File: config.mk
export PLATFORM = sky130hd
export DESIGN_NAME = rival_fleet_flat
export DESIGN_NICKNAME = d
export VERILOG_FILES = /design/src/rtl/rival_fleet_if.sv /design/src/rtl/rival_fleet.sv /design/src/flat_wrapper.sv
export SDC_FILE = /design/constraint.sdc
export NUM_CORES = 1
export LEC_CHECK = 0
export BUFFER_PORTS_ARGS = -buffer_cell sky130_fd_sc_hd__buf_2
export CAP_MARGIN = 10
export CORE_ASPECT_RATIO = 2
export CORE_MARGIN = 2
export CORE_UTILIZATION = 60
export DETAILED_ROUTE_END_ITERATION = 16
export PLACE_DENSITY = 0.9
export SETUP_SLACK_MARGIN = 0.5
export SLEW_MARGIN = 20
export SYNTH_ARGS = -nofsm -noshare
export SYNTH_HDL_FRONTEND = slang
export SYNTH_SLANG_ARGS = --single-unit
File: constraint.sdc
create_clock -name clk -period 13.35 [get_ports clk]
set_input_delay 2.67 -clock clk [delete_from_list [all_inputs] [get_ports clk]]
set_output_delay 2.67 -clock clk [all_outputs]
set_load 0.005 [all_outputs]
File: src/rtl/rival_fleet_if.sv
// Bundle between rival_fleet and its neighbours: frame/random/collision inputs
// and the per-slot position outputs consumed by the renderer and scoring.
interface rival_fleet_if #(
    parameter int N_RIVALS = 3,
    parameter int X_W      = 10,
    parameter int Y_W      = 10
);
    logic                      frame_end;
    logic [7:0]                rnd;
    logic [3:0]                scroll_speed;
    logic [N_RIVALS-1:0]       collide_with_rival;
    logic [N_RIVALS*X_W-1:0]   rival_x;
    logic [N_RIVALS*Y_W-1:0]   rival_y;
    logic [N_RIVALS-1:0]       rival_active;
    logic [7:0]                passed_count;

    modport master (
        output frame_end, rnd, scroll_speed, collide_with_rival,
        input  rival_x, rival_y, rival_active, passed_count
    );

    modport slave (
        input  frame_end, rnd, scroll_speed, collide_with_rival,
        output rival_x, rival_y, rival_active, passed_count
    );
endinterface

File: src/rtl/rival_fleet.sv
// N independent rival car slots: lane spawning from the random byte, per-frame
// scrolling, retire on exit or collision with cooldown, saturating pass count.
module rival_fleet #(
    parameter int N_RIVALS   = 3,
    parameter int X_W        = 10,
    parameter int Y_W        = 10,
    parameter int LANE_BITS  = 2,
    parameter int LANE_X0    = 200,
    parameter int LANE_PITCH = 60,
    parameter int Y_START    = 0,
    parameter int Y_EXIT     = 372,
    parameter int MIN_GAP    = 120,
    parameter int COOLDOWN   = 8
) (
    input  logic         clk,
    input  logic         reset_n,
    rival_fleet_if.slave bus
);
    localparam int CD_W  = $clog2(COOLDOWN + 1);
    localparam int CNT_W = $clog2(N_RIVALS + 1);

    typedef enum logic [1:0] {IDLE, ACTIVE, WAIT} slot_state_t;

    slot_state_t    state_q [N_RIVALS];
    slot_state_t    state_d [N_RIVALS];
    logic [X_W-1:0] x_q     [N_RIVALS];
    logic [X_W-1:0] x_d     [N_RIVALS];
    logic [Y_W-1:0] y_q     [N_RIVALS];
    logic [Y_W-1:0] y_d     [N_RIVALS];
    logic [1:0]     spd_q   [N_RIVALS];
    logic [1:0]     spd_d   [N_RIVALS];
    logic [CD_W-1:0] cd_q   [N_RIVALS];
    logic [CD_W-1:0] cd_d   [N_RIVALS];
    logic [Y_W:0]   y_next  [N_RIVALS];

    logic                fe_q;
    logic                tick;
    logic [N_RIVALS-1:0] col_q;
    logic [N_RIVALS-1:0] col_d;
    logic [N_RIVALS-1:0] col_hit;
    logic [N_RIVALS-1:0] is_active;
    logic [7:0]          passed_q;
    logic [7:0]          passed_d;
    logic [CNT_W-1:0]    n_exit;
    logic [8:0]          passed_sum;
    logic                blocked;
    logic                found;

    logic [LANE_BITS-1:0] lane;
    logic [1:0]           new_spd;
    logic [X_W-1:0]       lane_x;
    logic                 unused_rnd;

    assign tick       = bus.frame_end & ~fe_q;
    assign lane       = bus.rnd[LANE_BITS-1:0];
    assign new_spd    = bus.rnd[LANE_BITS+1:LANE_BITS];
    assign lane_x     = X_W'(LANE_X0 + int'(lane) * LANE_PITCH);
    assign unused_rnd = ^bus.rnd[7:LANE_BITS+2];

    // A flag on the tick cycle itself must count, so merge it with the latch.
    assign col_hit = col_q | (bus.collide_with_rival & is_active);
    assign col_d   = tick ? '0 : col_hit;

    always_comb begin
        for (int i = 0; i < N_RIVALS; i++) begin
            is_active[i] = (state_q[i] == ACTIVE);
            y_next[i]    = {1'b0, y_q[i]}
                         + (Y_W+1)'(5'(bus.scroll_speed) + 5'(spd_q[i]));
        end
    end

    always_comb begin
        // NOTE: every variable written here gets a default first; a path that skips
        // an assignment would otherwise infer a latch.
        for (int i = 0; i < N_RIVALS; i++) begin
            state_d[i] = state_q[i];
            x_d[i]     = x_q[i];
            y_d[i]     = y_q[i];
            spd_d[i]   = spd_q[i];
            cd_d[i]    = cd_q[i];
        end
        n_exit     = '0;
        blocked    = 1'b0;
        found      = 1'b0;
        passed_sum = {1'b0, passed_q};
        passed_d   = passed_q;

        if (tick) begin
            for (int i = 0; i < N_RIVALS; i++) begin
                case (state_q[i])
                    ACTIVE: begin
                        if (col_hit[i]) begin
                            state_d[i] = WAIT;
                            cd_d[i]    = CD_W'(COOLDOWN);
                            x_d[i]     = '0;
                            y_d[i]     = '0;
                        end else if (y_next[i] > (Y_W+1)'(Y_EXIT)) begin
                            state_d[i] = IDLE;
                            x_d[i]     = '0;
                            y_d[i]     = '0;
                            n_exit     = n_exit + CNT_W'(1);
                        end else begin
                            y_d[i] = y_next[i][Y_W-1:0];
                        end
                    end
                    WAIT: begin
                        cd_d[i] = cd_q[i] - CD_W'(1);
                        if (cd_q[i] <= CD_W'(1)) begin
                            cd_d[i]    = '0;
                            state_d[i] = IDLE;
                        end
                    end
                    default: ;
                endcase
            end

            // Gap and candidate use pre-tick state, so a slot freed now waits a tick.
            for (int i = 0; i < N_RIVALS; i++) begin
                if (is_active[i] && x_q[i] == lane_x && y_q[i] < Y_W'(MIN_GAP))
                    blocked = 1'b1;
            end
            for (int i = 0; i < N_RIVALS; i++) begin
                if (!found && state_q[i] == IDLE) begin
                    found = 1'b1;
                    if (!blocked) begin
                        state_d[i] = ACTIVE;
                        x_d[i]     = lane_x;
                        y_d[i]     = Y_W'(Y_START);
                        spd_d[i]   = new_spd;
                    end
                end
            end

            passed_sum = {1'b0, passed_q} + 9'(n_exit);
            passed_d   = passed_sum[8] ? 8'hFF : passed_sum[7:0];
        end
    end

    // NOTE: non-blocking assignments so every register samples pre-edge values.
    always_ff @(posedge clk or negedge reset_n) begin
        if (!reset_n) begin
            fe_q     <= 1'b0;
            col_q    <= '0;
            passed_q <= '0;
            // NOTE: the slot arrays are a few flops each, not RAM, so they take reset too.
            for (int i = 0; i < N_RIVALS; i++) begin
                state_q[i] <= IDLE;
                x_q[i]     <= '0;
                y_q[i]     <= '0;
                spd_q[i]   <= '0;
                cd_q[i]    <= '0;
            end
        end else begin
            fe_q     <= bus.frame_end;
            col_q    <= col_d;
            passed_q <= passed_d;
            for (int i = 0; i < N_RIVALS; i++) begin
                state_q[i] <= state_d[i];
                x_q[i]     <= x_d[i];
                y_q[i]     <= y_d[i];
                spd_q[i]   <= spd_d[i];
                cd_q[i]    <= cd_d[i];
            end
        end
    end

    logic [N_RIVALS*X_W-1:0] x_pack;
    logic [N_RIVALS*Y_W-1:0] y_pack;

    always_comb begin
        x_pack = '0;
        y_pack = '0;
        for (int i = 0; i < N_RIVALS; i++) begin
            x_pack[i*X_W +: X_W] = x_q[i];
            y_pack[i*Y_W +: Y_W] = y_q[i];
        end
    end

    assign bus.rival_x      = x_pack;
    assign bus.rival_y      = y_pack;
    assign bus.rival_active = is_active;
    assign bus.passed_count = passed_q;
endmodule

File: src/flat_wrapper.sv
// flat-port wrapper written by rule: the top's interface ports become plain ports
module rival_fleet_flat 
#(
    parameter int N_RIVALS   = 3,
    parameter int X_W        = 10,
    parameter int Y_W        = 10,
    parameter int LANE_BITS  = 2,
    parameter int LANE_X0    = 200,
    parameter int LANE_PITCH = 60,
    parameter int Y_START    = 0,
    parameter int Y_EXIT     = 372,
    parameter int MIN_GAP    = 120,
    parameter int COOLDOWN   = 8
)
  (clk, reset_n, bus_frame_end, bus_rnd, bus_scroll_speed, bus_collide_with_rival, bus_rival_x, bus_rival_y, bus_rival_active, bus_passed_count);
  rival_fleet_if #(.N_RIVALS(N_RIVALS), .X_W(X_W), .Y_W(Y_W)) bus_i ();
  input  logic clk;
  input  logic reset_n;
  input wire logic [$bits(bus_i.frame_end)-1:0] bus_frame_end;
  input wire logic [$bits(bus_i.rnd)-1:0] bus_rnd;
  input wire logic [$bits(bus_i.scroll_speed)-1:0] bus_scroll_speed;
  input wire logic [$bits(bus_i.collide_with_rival)-1:0] bus_collide_with_rival;
  output wire logic [$bits(bus_i.rival_x)-1:0] bus_rival_x;
  output wire logic [$bits(bus_i.rival_y)-1:0] bus_rival_y;
  output wire logic [$bits(bus_i.rival_active)-1:0] bus_rival_active;
  output wire logic [$bits(bus_i.passed_count)-1:0] bus_passed_count;
  assign bus_i.frame_end = bus_frame_end;
  assign bus_i.rnd = bus_rnd;
  assign bus_i.scroll_speed = bus_scroll_speed;
  assign bus_i.collide_with_rival = bus_collide_with_rival;
  assign bus_rival_x = bus_i.rival_x;
  assign bus_rival_y = bus_i.rival_y;
  assign bus_rival_active = bus_i.rival_active;
  assign bus_passed_count = bus_i.passed_count;
  rival_fleet #(.N_RIVALS(N_RIVALS), .X_W(X_W), .Y_W(Y_W), .LANE_BITS(LANE_BITS), .LANE_X0(LANE_X0), .LANE_PITCH(LANE_PITCH), .Y_START(Y_START), .Y_EXIT(Y_EXIT), .MIN_GAP(MIN_GAP), .COOLDOWN(COOLDOWN)) u_core (.clk(clk), .reset_n(reset_n), .bus(bus_i));
endmodule
==> results of run 1 <==
==> layout make-up <==
type	instances	area share, %
Multi-Input combinational cell	539	52.8
Sequential cell	96	33.1
Timing Repair Buffer	86	6.08
Clock buffer	10	3.29
Tap cell	137	2.36
Inverter	32	1.65
Clock inverter	6	0.792
==> power by group through the flow <==
stage / registers, uW / clock network (uW) / logic, uW
floorplan: 439 / 0 / 443
global placement: 446 / 0 / 590
detailed placement: 453 / 0 / 629
CTS: 449 / 260 / 641
global route: 462 / 271 / 710
finish: 454 / 261 / 650
==> worst reg2reg max path, cell delays in order (launching register included) <==
cell	delay [ns]
dfrtp_1	0.38
ha_1	0.22
fa_1	0.51
fa_1	0.49
and3_1	0.19
o21ai_0	0.43
a221oi_1	0.19
a2bb2oi_1	0.16
a31oi_1	0.56
nor2_1	0.16
ha_1	0.39
o211ai_1	0.17
xor2_1	0.18
mux2i_1	0.31
ha_1	0.24
a21oi_1	0.04
nor2_1	0.26
nand3_1	0.14
xor2_1	0.15
nand2_1	0.08
==> logic make-up after synthesis <==
| group | after synthesis | share of synthesized area [%] |
|---|---|---|
| and+or+nand+nor | 255 | 21.0 |
| AOI/OAI and AO/OA | 198 | 22.7 |
| DFF | 96 | 37.2 |
| buffers and inverters | 57 | 3.56 |
| adders and majority gates | 51 | 10.7 |
| xor gates and xnor gates | 30 | 4.07 |
| muxes | 5 | 0.833 |
==> metrics by stage <==
step | worst slack [ns] | hold WS, ns | instances | total power (uW)
floorplan | 6.53 | 0.450 | 692 | 882
global placement | 5.80 | 0.463 | 890 | 1040
detailed placement | 5.60 | 0.471 | 890 | 1080
CTS | 5.95 | 0.488 | 906 | 1350
global route | 5.64 | 0.510 | 906 | 1440
finish | 5.90 | 0.489 | 906 | 1370
==> cell usage after synthesis (all sizes together), types with 12 or more instances <==
master / count / area share [%]
nor2: 53 / 3.2
inv: 32 / 1.9
a21o: 12 / 1.4
xor2: 17 / 2.3
nor3: 17 / 1.5
ha: 44 / 8.5
buf: 13 / 0.99
dfrtp: 96 / 37
xnor2: 13 / 1.8
nand3: 25 / 2.0
and2: 18 / 1.7
a21oi: 31 / 2.4
and3: 13 / 1.3
nand2: 62 / 3.6
clkbuf: 12 / 0.72
a22o: 24 / 3.3
o21ai: 45 / 3.6
==> worst paths after layout <==
path | startpoint | end | slack (ns) | cells past startpoint
worst max-delay path | bus_scroll_speed[0] | u_core.bus.passed_count[5]$_DFFE_PN0P_ | 5.90 | 20
worst min-delay path | u_core.spd_q[4]$_DFFE_PN0P_ | u_core.spd_q[4]$_DFFE_PN0P_ | 0.49 | 2
worst max register to register | u_core.spd_q[4]$_DFFE_PN0P_ | u_core.bus.passed_count[5]$_DFFE_PN0P_ | 7.99 | 19
worst min register to register | u_core.spd_q[4]$_DFFE_PN0P_ | u_core.spd_q[4]$_DFFE_PN0P_ | 0.49 | 2
max in group asynchronous | reset_n | u_core.bus.rival_y[19]$_DFFE_PN0P_ | 10.15 | 2
min in group asynchronous | reset_n | u_core.bus.rival_y[11]$_DFFE_PN0P_ | 2.16 | 1
==> routing by layer <==
| metal | vias up | track usage [%] | routed length [um] |
|---|---|---|---|
| met5 | - | 0 | 0 |
| met4 | 0 | 18.8 | 910 |
| li1 | 2694 | - | - |
| met3 | 74 | 4.44 | 823 |
| met2 | 258 | 59.9 | 10000 |
| met1 | 3010 | 32.9 | 6620 |
==> sequential cells by signal, indices dropped and copies added, names as in the netlist <==
| signal | cells |
|---|---|
| u_core.state_q | 6 |
| u_core.fe_q | 1 |
| u_core.bus.passed_count | 8 |
| u_core.col_q | 3 |
| u_core.bus.rival_y | 30 |
| u_core.spd_q | 6 |
| u_core.bus.rival_x | 30 |
| u_core.cd_q | 12 |
==> impl_metrics.yaml, run 1 <==
power:
  power.switching_uw: 586
  combPwrFrac_pct: 47.6
  p_per_area_nw_per_um2: 188
  seq_power_share_pct: 33.3
  power.internal_uw: 780
  ir_drop_v: 0.0000901
  p_sw_share_pct: 42.9
  clkPwrFrac_pct: 19.1
  p_leak_uw: 0.00358
floorplan:
  rows: 53
  core_area_um2: 10500
  die_area_um2: 11700
  initial_core_util_pct: 61.6
  io_pins: 89
  fp.dieW_um: 77.4
  dieHeight_um: 151
clock_tree:
  cts_tree: "done"
  cts.sinks: 96
  htree_levels: 3
  root_buffer: "clkbuf_16"
  cts_buffers: 9
  clkTransAtPathRegs_ns: 0.08
  cts_resized: 0
  holdBufCountCts: 0
  cts_setup_buffers: 0
  clock_path_buffers: 2
  worstSkewPairLatency_ns: 0.36
finish:
  multi_input_area_um2: 3830
  layout_commonest_cell: "dfrtp_1"
  nFillCells: 823
  fin_util_pct: 69.3
  antenna_cells: 0
  layout_common_cells: "96 x dfrtp_1, 83 x buf_2, 62 x nand2_1, 52 x nor2_1, 44 x ha_1"
  nNetsFinal: 833
  final_area_um2: 7270
  drive_above_1_share_pct: 17.0
  final-seq-area_um2: 2400
  area_delta_synth_final_pct: 12.5
sta:
  setup_tns_ns: 0
  period_needed_ns: 7.45
  final-hold-violation-count: 0
  maxSlewHeadroom_pct: 41.4
  rsz0062_at_grt: "false"
  tightest_slew_ns: 0.873
  finClkSkew_ns: 0.0135
  final_max_slew_viol_count: 0
  max_freq_mhz: 134
  fin_crit_sh_pct: 55.8
  finalSetupViolCount: 0
run_status:
  status: "completed"
placement:
  placed_area_um2: 6960
  hpwl_mm: 13.6
  gp_congestion: 0.944
  io_buffers: 84
synthesis:
  synth_edf_count: 0
  ys_warn_count: 0
  yosysSeqAreaShare_pct: 37.2
  synth-seq-cells: 96
  syn_inst: 692
  syn_area_per_cell_um2: 9.33
  async_flop_share_pct: 100
  syn_area_um2: 6460
  synth_ff_type: "dfrtp_1"
  mappedNetlistNets: 761
  synth_cell_types: 85
global_route:
  grt_pass1_wl_mm: 29.2
  grt_max_degree: 85
  gr-total-overflow: 0
  grt_usage_pct: 31.8
  grt_pass1_vias: 6015
  antenna_found_initial: 0
worst_hold_path:
  min_path_type: "reg2reg"
worst_setup_path:
  path_delay_family: "adder cells"
  worst-setup-path-type: "in2reg"
  crit_arrival_ns: 7.69
  path_cells: "buf_2 > ha_1 > fa_1 > fa_1 > and3_1 > o21ai_0 > a221oi_1 > a2bb2oi_1 > a31oi_1 > nor2_1 > ha_1 > o211ai_1 > xor2_1 > mux2i_1 > ha_1 > a21oi_1 > nor2_1 > nand3_1 > xor2_1 > nand2_1"
  worst-path-buf-inv: 1
  path_max_fanout: 7
  critPathMaxStageDelay_ns: 0.56
  cp.required_ns: 13.58
  worstSetupEndpointType: "flop"
  cp_common_cell: "ha_1"
  start_kind: "primary input"
  cp_slowest_cell: "a31oi_1"
route:
  drt_pre_antenna_iters: 5
  vias_per_cell: 6.66
  num_vias: 6036
  ant_nets: 0
  first_iter_violations: 441
  wl_mm: 18.4
  drc: 0
  wl_per_cell_um: 20.3
run:
  max-cap-violations: 0
Note: power is estimated with default switching activity, not from simulation.
==> inputs of run 2 (changes only) <==
- CORE_UTILIZATION: 60 -> 53
- PLACE_DENSITY: 0.9 -> 0.84
- clock period: 13.35 -> 6.4 ns (I/O delays scaled with it)
==> impl_metrics.yaml, run 2 (synthesized netlist as in run 1, its figures left out) <==
power:
  p_per_area_nw_per_um2: 381
  p_total_uw: 2780
  p_leak_uw: 0.00360
  ir_drop_v: 0.000275
global_route:
  grt_use_met2_pct: 47.7
  antenna_found_initial: 0
  grt_usage_pct: 26.8
  grtUsageMet1_pct: 28.4
  grt_pass1_vias: 5579
  grt_pass1_wl_mm: 27.0
  grt_busiest_layer: "met2"
  use_met3_pct: 3.95
  grt_max_degree: 55
  gr-total-overflow: 0
route:
  num_vias: 5799
  drt_pre_antenna_iters: 7
  ant_nets: 0
  drc: 0
  vias_per_cell: 6.30
  wl_per_cell_um: 18.6
  first_iter_violations: 384
  wl_mm: 17.1
run:
  max-cap-violations: 0
floorplan:
  initial_core_util_pct: 53.6
  die_area_um2: 13100
  fp.dieW_um: 82.1
  rows: 57
  io_pins: 89
  dieHeight_um: 160
  core_area_um2: 12100
clock_tree:
  holdBufCountCts: 0
  cts_resized: 0
  clock_path_buffers: 2
  cts_setup_buffers: 0
  cts_tree: "done"
  worstSkewPairLatency_ns: 0.36
  cts_buffers: 9
  root_buffer: "clkbuf_16"
  htree_levels: 3
  cts.sinks: 96
  clkTransAtPathRegs_ns: 0.07
sta:
  hold_ws_ns: 0.494
  max_freq_mhz: 178
  setup_tns_ns: 0
  finClkSkew_ns: 0.0132
  setup_ws_ns: 0.789
  fin_crit_sh_pct: 87.7
  period_needed_ns: 5.61
  tightest_slew_ns: 0.905
  finalSetupViolCount: 0
  rsz0062_at_grt: "false"
  final-hold-violation-count: 0
  maxSlewHeadroom_pct: 39.3
  final_max_slew_viol_count: 0
placement:
  gp_congestion: 0.962
  io_buffers: 84
  place_ws_ns: 0.379
  hpwl_mm: 13.1
finish:
  antenna_cells: 0
  drive_above_1_share_pct: 17.6
  nNetsFinal: 838
  layout_commonest_cell: "dfrtp_1"
  area_delta_synth_final_pct: 13.1
  final-seq-area_um2: 2400
  multi_input_area_um2: 3830
  layout_common_cells: "96 x dfrtp_1, 83 x buf_2, 62 x nand2_1, 52 x nor2_1, 44 x ha_1"
  nFillCells: 1037
worst_hold_path:
  min-delay-start: "u_core.cd_q[5]$_DFFE_PN0P_"
  holdPathEnd: "u_core.cd_q[5]$_DFFE_PN0P_"
  whs_path_depth: 2
  min_path_type: "reg2reg"
worst_setup_path:
  worst-setup-path-type: "in2reg"
  path_max_fanout: 6
  critPathMaxStageDelay_ns: 0.52
  worstSetupEndpointType: "flop"
  r2r_setup_slack_ns: 1.48
  reg2reg_depth: 18
  cp.required_ns: 6.68
  reg2reg_to: "u_core.bus.passed_count[4]$_DFFE_PN0P_"
  crit_arrival_ns: 5.89
  cp_slowest_cell: "fa_1"
  r2r_start: "u_core.spd_q[2]$_DFFE_PN0P_"
  path_delay_family: "adder cells"
  path_depth: 19
  cp_common_cell: "fa_1"
  path_cells: "buf_2 > ha_1 > fa_1 > inv_1 > fa_1 > and2b_1 > o21ai_2 > or4_1 > a32oi_1 > o311ai_2 > inv_1 > ha_1 > o211ai_1 > xor2_1 > mux2i_1 > fa_1 > and3_1 > and3_1 > o21ai_0"
  worst-path-buf-inv: 3
  start_kind: "primary input"
run_status:
  status: "completed"
## run 2: changes by cell type in the layout (fill, tap and decap cells not counted)
cell | before | now
nand3_1 | 24 | 23
buf_4 | 2 | 8
buf_6 | 1 | 0
nor3b_2 | 1 | 0
nand3_2 | 1 | 2
nor3b_1 | 3 | 4
clkinv_4 | 1 | 5
clkbuf_8 | 1 | 0
inv_6 | 3 | 0
## run 2: through the flow
step                area (um^2)  utilization [%]  std cells
floorplan                  6460                -        692
global placement           7010             58.2        905
detailed placement         7010             58.2        905
CTS                        7300             60.6        921
global route               7310             60.6        921
finish                     7310             60.6        921
## run 2: area by class of cell
cell class                      instances  share of cell area (%)
Tap cell                              147                    2.52
Clock buffer                            9                    3.08
Inverter                               32                    1.64
Multi-Input combinational cell        539                    52.5
Sequential cell                        96                    32.9
Timing Repair Buffer                   91                    6.51
Clock inverter                          7                   0.908
## run 2: worst max path at each step
stage | slack (ns) | start | to
2_1_floorplan | 0.97 | bus_scroll_speed[0] | u_core.bus.passed_count[2]$_DFFE_PN0P_
3_3_place_gp | 0.50 | bus_scroll_speed[0] | u_core.bus.passed_count[4]$_DFFE_PN0P_
3_5_place_dp | 0.38 | bus_scroll_speed[0] | u_core.bus.passed_count[2]$_DFFE_PN0P_
4_1_cts | 0.75 | bus_scroll_speed[0] | u_core.bus.passed_count[2]$_DFFE_PN0P_
5_1_grt | 0.52 | bus_scroll_speed[0] | u_core.bus.passed_count[6]$_DFFE_PN0P_
6_report | 0.79 | bus_scroll_speed[0] | u_core.bus.passed_count[4]$_DFFE_PN0P_
## run 2: report_power, final
group	leakage (uW)	internal, uW	switching (uW)	total (uW)
sequential	0.00127	774	170	943
clock	0.000144	273	261	534
combinational	0.00219	564	740	1300
## run 2: layer usage
metal,part of all wire (%),up-vias,routed length [um]
li1,-,2708,-
met1,36,2789,6120
met2,53,223,9110
met3,4.2,79,726
met4,6.6,0,1130
met5,0,-,0
## run 2: tightest hold or removal path: stages (launching register included)
cell	delay [ns]
dfrtp_1	0.35
nand2_1	0.05
o21ai_0	0.07
==> inputs of run 3 (changes only) <==
- MAX_ROUTING_LAYER: unset -> met4
==> impl_metrics.yaml, run 3 (synthesized netlist as in run 1, its figures left out) <==
global_route:
  grt_use_met2_pct: 48.6
  antenna_found_initial: 0
  grt_pass1_vias: 5878
  use_met3_pct: 4.07
  grt_busiest_layer: "met2"
  grt_pass1_wl_mm: 28.0
  gr-total-overflow: 0
  grt_usage_pct: 28.4
  grtUsageMet1_pct: 29.1
  grt_max_degree: 54
power:
  power.internal_uw: 1730
  p_leak_uw: 0.00362
  seq_power_share_pct: 32.7
  ir_drop_v: 0.000295
  combPwrFrac_pct: 45.6
  p_per_area_nw_per_um2: 391
  clkPwrFrac_pct: 21.6
  power.switching_uw: 1150
  p_sw_share_pct: 40.0
route:
  ant_nets: 0
  vias_per_cell: 6.38
  wl_per_cell_um: 19.0
  num_vias: 5874
  drc: 0
  wl_mm: 17.5
  drt_pre_antenna_iters: 5
  first_iter_violations: 378
floorplan:
  rows: 57
  initial_core_util_pct: 53.6
  io_pins: 89
  core_area_um2: 12100
  die_area_um2: 13100
  fp.dieW_um: 82.1
  dieHeight_um: 160
worst_hold_path:
  whs_path_depth: 2
  min-delay-start: "u_core.spd_q[4]$_DFFE_PN0P_"
  min_path_type: "reg2reg"
  holdPathEnd: "u_core.spd_q[4]$_DFFE_PN0P_"
placement:
  hpwl_mm: 13.4
  gp_congestion: 1.02
  io_buffers: 84
  place_ws_ns: 0.460
worst_setup_path:
  cp.required_ns: 6.67
  worst-path-buf-inv: 1
  critPathMaxStageDelay_ns: 0.45
  reg2reg_depth: 18
  path_delay_family: "adder cells"
  crit_arrival_ns: 5.85
  r2r_setup_slack_ns: 1.53
  reg2reg_to: "u_core.bus.passed_count[4]$_DFFE_PN0P_"
  worst-setup-path-type: "in2reg"
  r2r_start: "u_core.spd_q[4]$_DFFE_PN0P_"
  start_kind: "primary input"
  crit_path_start: "bus_scroll_speed[0]"
  cp_slowest_cell: "fa_1"
  path_max_fanout: 6
  worstSetupEndpointType: "flop"
  path_cells: "buf_2 > ha_1 > fa_1 > xor2_1 > ha_1 > and3_1 > or3_1 > a21oi_1 > o31ai_1 > a31oi_1 > nor2_1 > ha_1 > o211ai_1 > xor2_1 > mux2i_1 > fa_1 > and3_1 > and3_1 > o21ai_0"
sta:
  finClkSkew_ns: 0.00672
  maxSlewHeadroom_pct: 37.7
  rsz0062_at_grt: "false"
  final_max_slew_viol_count: 0
  finalSetupViolCount: 0
  setup_ws_ns: 0.823
  max_freq_mhz: 179
  setup_tns_ns: 0
  final-hold-violation-count: 0
  fin_crit_sh_pct: 87.1
  period_needed_ns: 5.58
  tightest_slew_ns: 0.928
clock_tree:
  holdBufCountCts: 0
  root_buffer: "clkbuf_16"
  cts_buffers: 9
  htree_levels: 3
  clock_path_buffers: 2
  clkTransAtPathRegs_ns: 0.07
  cts.sinks: 96
  worstSkewPairLatency_ns: 0.35
  cts_tree: "done"
finish:
  nNetsFinal: 838
  layout_commonest_cell: "dfrtp_1"
  layout_common_cells: "96 x dfrtp_1, 83 x buf_2, 62 x nand2_1, 52 x nor2_1, 44 x ha_1"
  drive_above_1_share_pct: 17.5
  antenna_cells: 0
  fin_util_pct: 61.1
  area_delta_synth_final_pct: 13.9
run_status:
  status: "completed"
run:
  max-cap-violations: 0
[run 3: worst min-delay path: stages (launching register included)]
cell     delay, ns
dfrtp_1       0.35
nand2_1       0.06
nand2_1       0.06
[run 3: area by class of cell]
| cell class | count | area (um^2) |
|---|---|---|
| repair buffers | 91 | 475 |
| flip-flops and latches | 96 | 2400 |
| well taps | 147 | 184 |
| inverters | 32 | 120 |
| multi-input cells | 539 | 3830 |
| clock buffers | 10 | 239 |
| fillers | 1065 | 4690 |
| clock inverters | 5 | 105 |
[run 3: routing by layer]
metal,routed length [um],up-vias
met3,947,88
met4,1060,0
met5,0,-
li1,-,2706
met2,9350,243
met1,6120,2837
[run 3: power groups by stage]
| stage | logic [uW] | registers [uW] | clock network [uW] |
|---|---|---|---|
| 2_1_floorplan | 923 | 916 | 0 |
| 3_3_place_gp | 1250 | 942 | 0 |
| 3_5_place_dp | 1290 | 947 | 0 |
| 4_1_cts | 1310 | 940 | 629 |
| 5_1_grt | 1470 | 963 | 653 |
| 6_report | 1310 | 943 | 623 |
[run 3: timing repair]
item	in CTS	in global routing
resized for setup	0	2
endpoints found under the setup margin	0	3
buffers inserted	0	0
[run 3: how the worst max path moves through the flow]
| stage | endpoint | depth (start not counted) |
|---|---|---|
| floorplan | u_core.bus.passed_count[2]$_DFFE_PN0P_ | 19 |
| global placement | u_core.bus.passed_count[4]$_DFFE_PN0P_ | 19 |
| detailed placement | u_core.bus.passed_count[2]$_DFFE_PN0P_ | 19 |
| CTS | u_core.bus.passed_count[2]$_DFFE_PN0P_ | 19 |
| global route | u_core.bus.passed_count[6]$_DFFE_PN0P_ | 20 |
| finish | u_core.bus.passed_count[4]$_DFFE_PN0P_ | 19 |
[run 3: metrics by stage]
step           total power (uW)  instances  hold slack (ns)  area [um^2]
6_report                   2880        920            0.499         7360
5_1_grt                    3090        920            0.531         7360
4_1_cts                    2880        920            0.505         7350
3_5_place_dp               2240        905            0.491         7010
3_3_place_gp               2190        905            0.463         7010
2_1_floorplan              1840        692            0.450         6460
